[config.mk]
export PLATFORM = sky130hd
export DESIGN_NAME = tdc_sequencer
export DESIGN_NICKNAME = d
export VERILOG_FILES = /design/src/rtl/tdc_pkg.sv /design/src/rtl/tdc_result_fifo.sv /design/src/rtl/tdc_sequencer.sv
export SDC_FILE = /design/constraint.sdc
export NUM_CORES = 1
export LEC_CHECK = 0
export CORE_MARGIN = 3
export CORE_UTILIZATION = 30
export DETAILED_ROUTE_END_ITERATION = 8
export HOLD_SLACK_MARGIN = 0.08
export MAX_ROUTING_LAYER = met4
export SLEW_MARGIN = 20
export SYNTH_ARGS = -nofsm -noshare
export SYNTH_HDL_FRONTEND = slang
export SYNTH_HIERARCHICAL = 1
export SYNTH_SLANG_ARGS = --single-unit
[constraint.sdc]
create_clock -name i_clk -period 16.1 [get_ports i_clk]
set_input_delay 3.22 -clock i_clk [delete_from_list [all_inputs] [get_ports i_clk]]
set_output_delay 3.22 -clock i_clk [all_outputs]
set_load 0.005 [all_outputs]
[src/rtl/tdc_pkg.sv]
// tdc_pkg: shared widths, TDC core state encodings and sequencer states.
package tdc_pkg;
    localparam int MEAS_W   = 40;
    localparam int FLAG_BIT = MEAS_W;
    localparam int RES_W    = MEAS_W + 1;

    typedef enum logic [1:0] {
        CORE_IDLE      = 2'd0,
        CORE_ARMED     = 2'd1,
        CORE_MEASURING = 2'd2,
        CORE_DONE      = 2'd3
    } core_state_t;

    typedef enum logic [1:0] {
        S_IDLE,
        S_ARM,
        S_WAIT,
        S_DONE
    } seq_state_t;
endpackage

[src/rtl/tdc_result_fifo.sv]
// tdc_result_fifo: single-clock result FIFO; head entry is presented directly from storage.
module tdc_result_fifo #(
    parameter int WIDTH = 41,
    parameter int DEPTH = 16
) (
    input  logic                     i_clk,
    input  logic                     i_rst_n,
    input  logic                     i_push,
    input  logic                     i_pop,
    input  logic [WIDTH-1:0]         i_data,
    output logic [WIDTH-1:0]         o_data,
    output logic                     o_full,
    output logic                     o_empty,
    output logic [$clog2(DEPTH):0]   o_count
);
    localparam int AW = $clog2(DEPTH);

    logic [WIDTH-1:0] r_mem [DEPTH];
    logic [AW-1:0]    r_wr;
    logic [AW-1:0]    r_rd;
    logic [AW:0]      r_count;
    logic             w_pop;

    assign w_pop   = i_pop && !o_empty;
    assign o_full  = r_count == (AW+1)'(DEPTH);
    assign o_empty = r_count == '0;
    assign o_count = r_count;
    assign o_data  = r_mem[r_rd];

    always_ff @(posedge i_clk) begin
        if (!i_rst_n) begin
            r_wr    <= '0;
            r_rd    <= '0;
            r_count <= '0;
            for (int i = 0; i < DEPTH; i++) r_mem[i] <= '0;
        end else begin
            if (i_push) begin
                r_mem[r_wr] <= i_data;
                r_wr        <= r_wr + AW'(1);
            end
            if (w_pop) r_rd <= r_rd + AW'(1);
            r_count <= r_count + (AW+1)'(i_push) - (AW+1)'(w_pop);
        end
    end
endmodule

[src/rtl/tdc_sequencer.sv]
// tdc_sequencer: burst controller arming the TDC core and queueing results for the host.
// Define TDC_SEQ_TIMEOUT_EN to add the hung-measurement abort, flagged entries and miss_count.
module tdc_sequencer
    import tdc_pkg::*;
#(
    parameter int FIFO_DEPTH     = 16,
    parameter int TIMEOUT_CYCLES = 300000000
) (
    input  logic              i_clk,
    input  logic              i_rst_n,
    input  logic              i_start,
    input  logic [7:0]        i_burst_len,
    output logic              o_busy,
    output logic              o_done,
    output logic              o_tdc_arm,
    output logic              o_tdc_rst_n,
    input  logic [1:0]        i_tdc_state,
    input  logic [MEAS_W-1:0] i_tdc_measurement,
    input  logic              i_tdc_meas_valid,
    output logic [RES_W-1:0]  o_res_data,
    output logic              o_res_valid,
    input  logic              i_res_ready,
    output logic [7:0]        o_miss_count
);
    localparam int CW = $clog2(FIFO_DEPTH) + 1;

    seq_state_t       r_state;
    logic [7:0]       r_remaining;
    logic             r_busy;
    logic             r_done;
    logic             r_tdc_arm;
    logic             r_tdc_rst_n;
    logic             w_meas_in;
    logic             w_timeout;
    logic             w_event;
    logic             w_push;
    logic             w_full;
    logic             w_empty;
    logic [CW-1:0]    w_count;
    logic [RES_W-1:0] w_push_data;

    assign w_meas_in   = (r_state == S_WAIT) && i_tdc_meas_valid;
    assign w_event     = w_meas_in || w_timeout;
    assign w_push      = w_event && !w_full;
    assign w_push_data = {w_timeout, w_meas_in ? i_tdc_measurement : MEAS_W'(0)};

`ifdef TDC_SEQ_TIMEOUT_EN
    localparam int TW = $clog2(TIMEOUT_CYCLES + 1);

    logic [TW-1:0] r_tmo_cnt;
    logic [7:0]    r_miss;

    // A measurement arriving on the final cycle takes priority over the abort.
    assign w_timeout    = (r_state == S_WAIT) && !i_tdc_meas_valid && (r_tmo_cnt == TW'(TIMEOUT_CYCLES - 1));
    assign o_miss_count = r_miss;

    always_ff @(posedge i_clk) begin
        if (!i_rst_n) begin
            r_tmo_cnt <= '0;
            r_miss    <= '0;
        end else begin
            r_tmo_cnt <= (r_state == S_WAIT) ? r_tmo_cnt + TW'(1) : '0;
            if (w_timeout && r_miss != 8'hFF) r_miss <= r_miss + 8'd1;
        end
    end
`else
    assign w_timeout    = 1'b0;
    assign o_miss_count = '0;
`endif

    always_ff @(posedge i_clk) begin
        if (!i_rst_n) begin
            r_state     <= S_IDLE;
            r_remaining <= '0;
            r_busy      <= 1'b0;
            r_done      <= 1'b0;
            r_tdc_arm   <= 1'b0;
            r_tdc_rst_n <= 1'b0;
        end else begin
            r_done      <= 1'b0;
            r_tdc_arm   <= 1'b0;
            r_tdc_rst_n <= !w_timeout;
            case (r_state)
                S_IDLE: begin
                    r_busy <= i_start;
                    if (i_start) begin
                        r_remaining <= i_burst_len;
                        r_state     <= (i_burst_len == 8'd0) ? S_DONE : S_ARM;
                    end
                end
                S_ARM: begin
                    if (i_tdc_state == CORE_IDLE && w_count != CW'(FIFO_DEPTH)) begin
                        r_tdc_arm <= 1'b1;
                        r_state   <= S_WAIT;
                    end
                end
                S_WAIT: begin
                    if (w_event) begin
                        r_remaining <= r_remaining - 8'd1;
                        r_state     <= (r_remaining == 8'd1) ? S_DONE : S_ARM;
                    end
                end
                S_DONE: begin
                    r_done  <= 1'b1;
                    r_state <= S_IDLE;
                end
            endcase
        end
    end

    assign o_busy      = r_busy;
    assign o_done      = r_done;
    assign o_tdc_arm   = r_tdc_arm;
    assign o_tdc_rst_n = r_tdc_rst_n;
    assign o_res_valid = !w_empty;

    tdc_result_fifo #(
        .WIDTH (RES_W),
        .DEPTH (FIFO_DEPTH)
    ) u_fifo (
        .i_clk   (i_clk),
        .i_rst_n (i_rst_n),
        .i_push  (w_push),
        .i_pop   (i_res_ready),
        .i_data  (w_push_data),
        .o_data  (o_res_data),
        .o_full  (w_full),
        .o_empty (w_empty),
        .o_count (w_count)
    );
endmodule
* After elaboration in Yosys (flattened, before gate mapping) *
Memories as Yosys holds them, arrays and structs flattened. A register that Yosys moved wholly into a read port is not among the register bits.
Cells that the tools add are included.

word-level totals
  memories kept = 1
  register bits = 27
  bits of input ports = 55
  word-level logic and storage cells = 61
  bits in writable memories = 640

cells by class
  multiplexer cells = 22
  reduce and logical (&&, ||, !) cells = 15
  equal/unequal tests = 9
  add/sub/neg operators = 5

memories
  name          words  width  rd ports  clocked after Yosys merged registers in  wr ports  RTL line               text
  u_fifo.r_mem  16     40     1         1                                        16        tdc_result_fifo.sv:18  logic [WIDTH-1:0] r_mem [DEPTH];

operator list
  cell                 number
  $mux 40              2
  $reduce_or 40->1     1
  $mux 8               2
  $pmux 8 s2           1
  $mux 4               3
  $mux 2               5
  $add 4x1->4 const B  2
  $eq 8x1->1 const B   1
  $logic_not 8->1      1
  $mux 1               8
  $pmux 2 s4           1
  $sub 8x1->8 const B  1
  $ne 2x2->1 const B   3
  $reduce_and 3->1     2
  $add 5x1->5          1
  $eq 5x5->1 const B   1
  $logic_not 5->1      1
  $ne 5x5->1 const B   1
  $sub 5x1->5          1
  $eq 2x2->1 const B   2
  $logic_and 1x1->1    4
  $logic_not 2->1      2
  $eq 2x1->1 const B   1
  $logic_not 1->1      2
  2 further kinds      2

* Logic depth before layout (Yosys ltp) *
  depth in word-level cells = 8
  depth in mapped cells = 14

* By module *
Netlist, hierarchy kept.

by module, submodules not included
  module           cells an instance  seq. area each (µm²)  instances  area each (µm²)
  tdc_result_fifo  1892               20039.2               1          29982.5
  tdc_sequencer    156                280.3                 1          1153.6

* Worst setup path before layout *
No wires, ideal clock.

  path kind = input-to-reg
  start = in i_tdc_meas_valid
  end = mem u_fifo/r_mem[12][0] (netlist bit) (enable)
  path buffers = 2
  data required time = 15.604 ns
  arrival = 7.149 ns
  setup slack = 8.454 ns
  stages on the path = 6
  cells stage by stage = clkbuf_1 -> nand2_1 -> nor2_1 -> nand2_1 -> clkbuf_1 -> o21ai_0

RTL lines
  item                RTL line               text
  start: declaration  tdc_sequencer.sv:19    input logic i_tdc_meas_valid,
  end: declaration    tdc_result_fifo.sv:18

==> out/results.tsv <==
metric	value	unit
data arrival time of the critical path	4570	ps
Post-synth EDFFs	656	
Post-CTS Repair Setup Buffers	0	
Leakage	12.5	nW
port bufs	100	
fin crit share	48.4	%
max-slew violation count	0	
Layout Nets	2165	
fillcell total	9576	
layout cell share with drive strength beyond 1	16.5	%
post-synthesis sequential area ratio	65.3	%
Layout area overhead	16.3	%
TritonCTS Sinks	687	
xor and xnor fraction of the mapped netlist area	0.225	%
FMAX	128	MHz
area of the die	108000	um2
WP data required	12880	ps
synthesized area per cell	15.2	um2
worst min path class	register to register	
Initial Util	30.4	%
Clock Tree Buf Depth	3	
post-route ant nets	0	
Rows	117	
number of iterations in the first detailed-routing pass	5	
Starting DRT DRC Count	1687	
commonest cells after routing, fill and taps aside	668 x and2_1, 656 x edfxtp_1, 164 x mux4_2	
DRC violations left	0	
Setup TNS	0	ps
Core Region	102000	um2
simple logic cell fraction of the synthesized area	16.2	%
largest net degree at the start of global routing	104	
RSZ-0062 raised after global routing	false	
synthesis warning total	6	
total CTS buffers	74	
fin area	36200	um2
kind of critical path	register to output port	
wire per inst	24.7	um
skew final	22.6	ps
Post-Synthesis Cells	2048	
Post-Syn Area	31100	um2
mux contribution to synthesized area	12.0	%
final setup fails	0	
GRT Util Overall	16.6	%
most common cell after layout, fill and taps aside	and2_1	
Adder-Cell Fraction of Synth Area	0.587	%
IO Pins	109	
Final Hold Fails	0	
synth unique cells	52	
worst vdd ir	0.0844	mV
total power draw	0.00458	W
Worst-path clk slew	60	ps
GRT overflow	0	
hold buffer count at cts	0	
Post-DP Area	33800	um2
crit-path max FO	67	
Detail Placement HPWL	45.0	mm
first-pass GRT wire length	127	mm
worst slew pin tran	1040	ps
Synth Area in Compound Gates	2.99	%
CP endpoint kind	output port	
relative slew slack	30.9	%
Power Density	126	nW/um2
ys async rst share	0	%
drt via density	5.02	
vias in the first global route	18800	
status	completed	
Die Y	328	um
antenna violations before repair	6	
H-tree levels	3	
max-capacitance violation count	0	
wirelength, routed	87.1	mm
largest family of logic cells by synthesized area	simple AND/OR/NAND/NOR gates	
Worst setup SP type	register	
min Tclk post-route	7790	ps
die width	328	um
clk root buf	clkbuf_16	
Gates resized, CTS repair	0	
GPL Wtd Cong	0.750	
CTS tree	built	
via count	17700	
ys flop type	edfxtp_1	
Seq cells post-synth	687	
worst skew pair latency	600	ps
kinds of logic (layout without fill, tap and decap cells):
family / Yosys count / after routing
flops: 687 / 687
fa+ha+maj: 14 / 14
compound gates: 132 / 132
other cells: 1 / 21
buf+inv: 202 / 296
xor+xnor: 8 / 8
simple gates: 837 / 837
mux: 167 / 167
cell usage after synthesis, types with 3 or more instances:
cell type | number | share of area, %
and2_1 | 669 | 13
dfxtp_1 | 31 | 2.0
inv_1 | 15 | 0.18
buf_4 | 18 | 0.43
o21ai_0 | 24 | 0.39
a22oi_1 | 82 | 2.0
buf_2 | 21 | 0.34
edfxtp_1 | 656 | 63
clkbuf_1 | 128 | 1.5
o211a_1 | 4 | 0.13
nor2_1 | 25 | 0.30
mux4_2 | 164 | 12
nor3_1 | 3 | 0.048
a21boi_0 | 5 | 0.12
buf_1 | 12 | 0.14
nand2_1 | 56 | 0.68
and3_1 | 44 | 0.88
a21oi_1 | 6 | 0.096
nand2b_1 | 6 | 0.12
xnor2_1 | 6 | 0.17
nor4_1 | 3 | 0.060
clkbuf_2 | 8 | 0.13
ha_1 | 13 | 0.52
nor2b_1 | 5 | 0.10
nand3_1 | 9 | 0.14
power by group:
group | internal, W | leakage [nW] | total, W | switching [W]
combinational | 0.000414 | 4.54 | 0.000784 | 0.000370
sequential | 0.00203 | 6.82 | 0.00209 | 0.0000615
clock | 0.00101 | 1.18 | 0.00170 | 0.000695
total | 0.00345 | 12.5 | 0.00458 | 0.00113
final timing paths:
kind                                start                                 to  slack, ps  cells after the start
max                              register                     o_res_data[20]       8310                      6
min                   o_busy$_SDFFE_PN0N_                o_busy$_SDFFE_PN0N_        490                      2
max reg2reg  u_fifo/o_count[3]$_SDFF_PN0_  u_fifo/r_mem[9][11]$_SDFFCE_PN0P_      12660                      8
min reg2reg           o_busy$_SDFFE_PN0N_                o_busy$_SDFFE_PN0N_        490                      2
flip-flops by register name (all words and copies together), names as in the netlist, named ones only:
signal and count:
o_busy 1, o_done 1, o_tdc_arm 1, o_tdc_rst_n 1, r_remaining 8, r_state 2
u_fifo/o_count 5, u_fifo/r_mem 656, u_fifo/r_rd 4, u_fifo/r_wr 4
through the flow:
| step | util, % | hold WS [ps] | std cells | worst slack, ps |
|---|---|---|---|---|
| 2_1_floorplan | - | 466 | 2062 | 8450 |
| 3_3_place_gp | 33.0 | 482 | 3387 | 8920 |
| 3_5_place_dp | 33.0 | 477 | 3387 | 8880 |
| 4_1_cts | 35.3 | 497 | 3523 | 8220 |
| 5_1_grt | 35.4 | 522 | 3527 | 8060 |
| 6_report | 35.4 | 495 | 3530 | 8310 |
final cells by class:
cell class | instances | area (um2) | share of cell area (%)
antenna | 6 | 15.0 | 0.0415
clock buffer | 97 | 2040 | 5.65
clock inverter | 39 | 369 | 1.02
inverter | 15 | 56.3 | 0.155
multi-input combinational | 1173 | 10300 | 28.5
sequential | 687 | 20300 | 56.1
tap | 1368 | 1710 | 4.73
timing repair buffer | 145 | 1360 | 3.76
worst max-delay path, stage by stage, from the launching register on:
cell and delay [ps]:
dfxtp_4 800, buf_4 820, buf_4 900, mux4_2 420, a22oi_1 280, nand2_1 170
clkdlybuf4s50_1 480
metal layers:
| metal | part of all wire [%] | global-route usage (%) | vias to the layer above |
|---|---|---|---|
| met2 | 49 | 26.8 | 779 |
| met5 | 0 | - | - |
| met3 | 7.8 | 3.27 | 160 |
| li1 | - | - | 7613 |
| met1 | 41 | 21.2 | 9168 |
| met4 | 2.6 | 5.33 | 0 |
(Power assumes the default switching activity.)
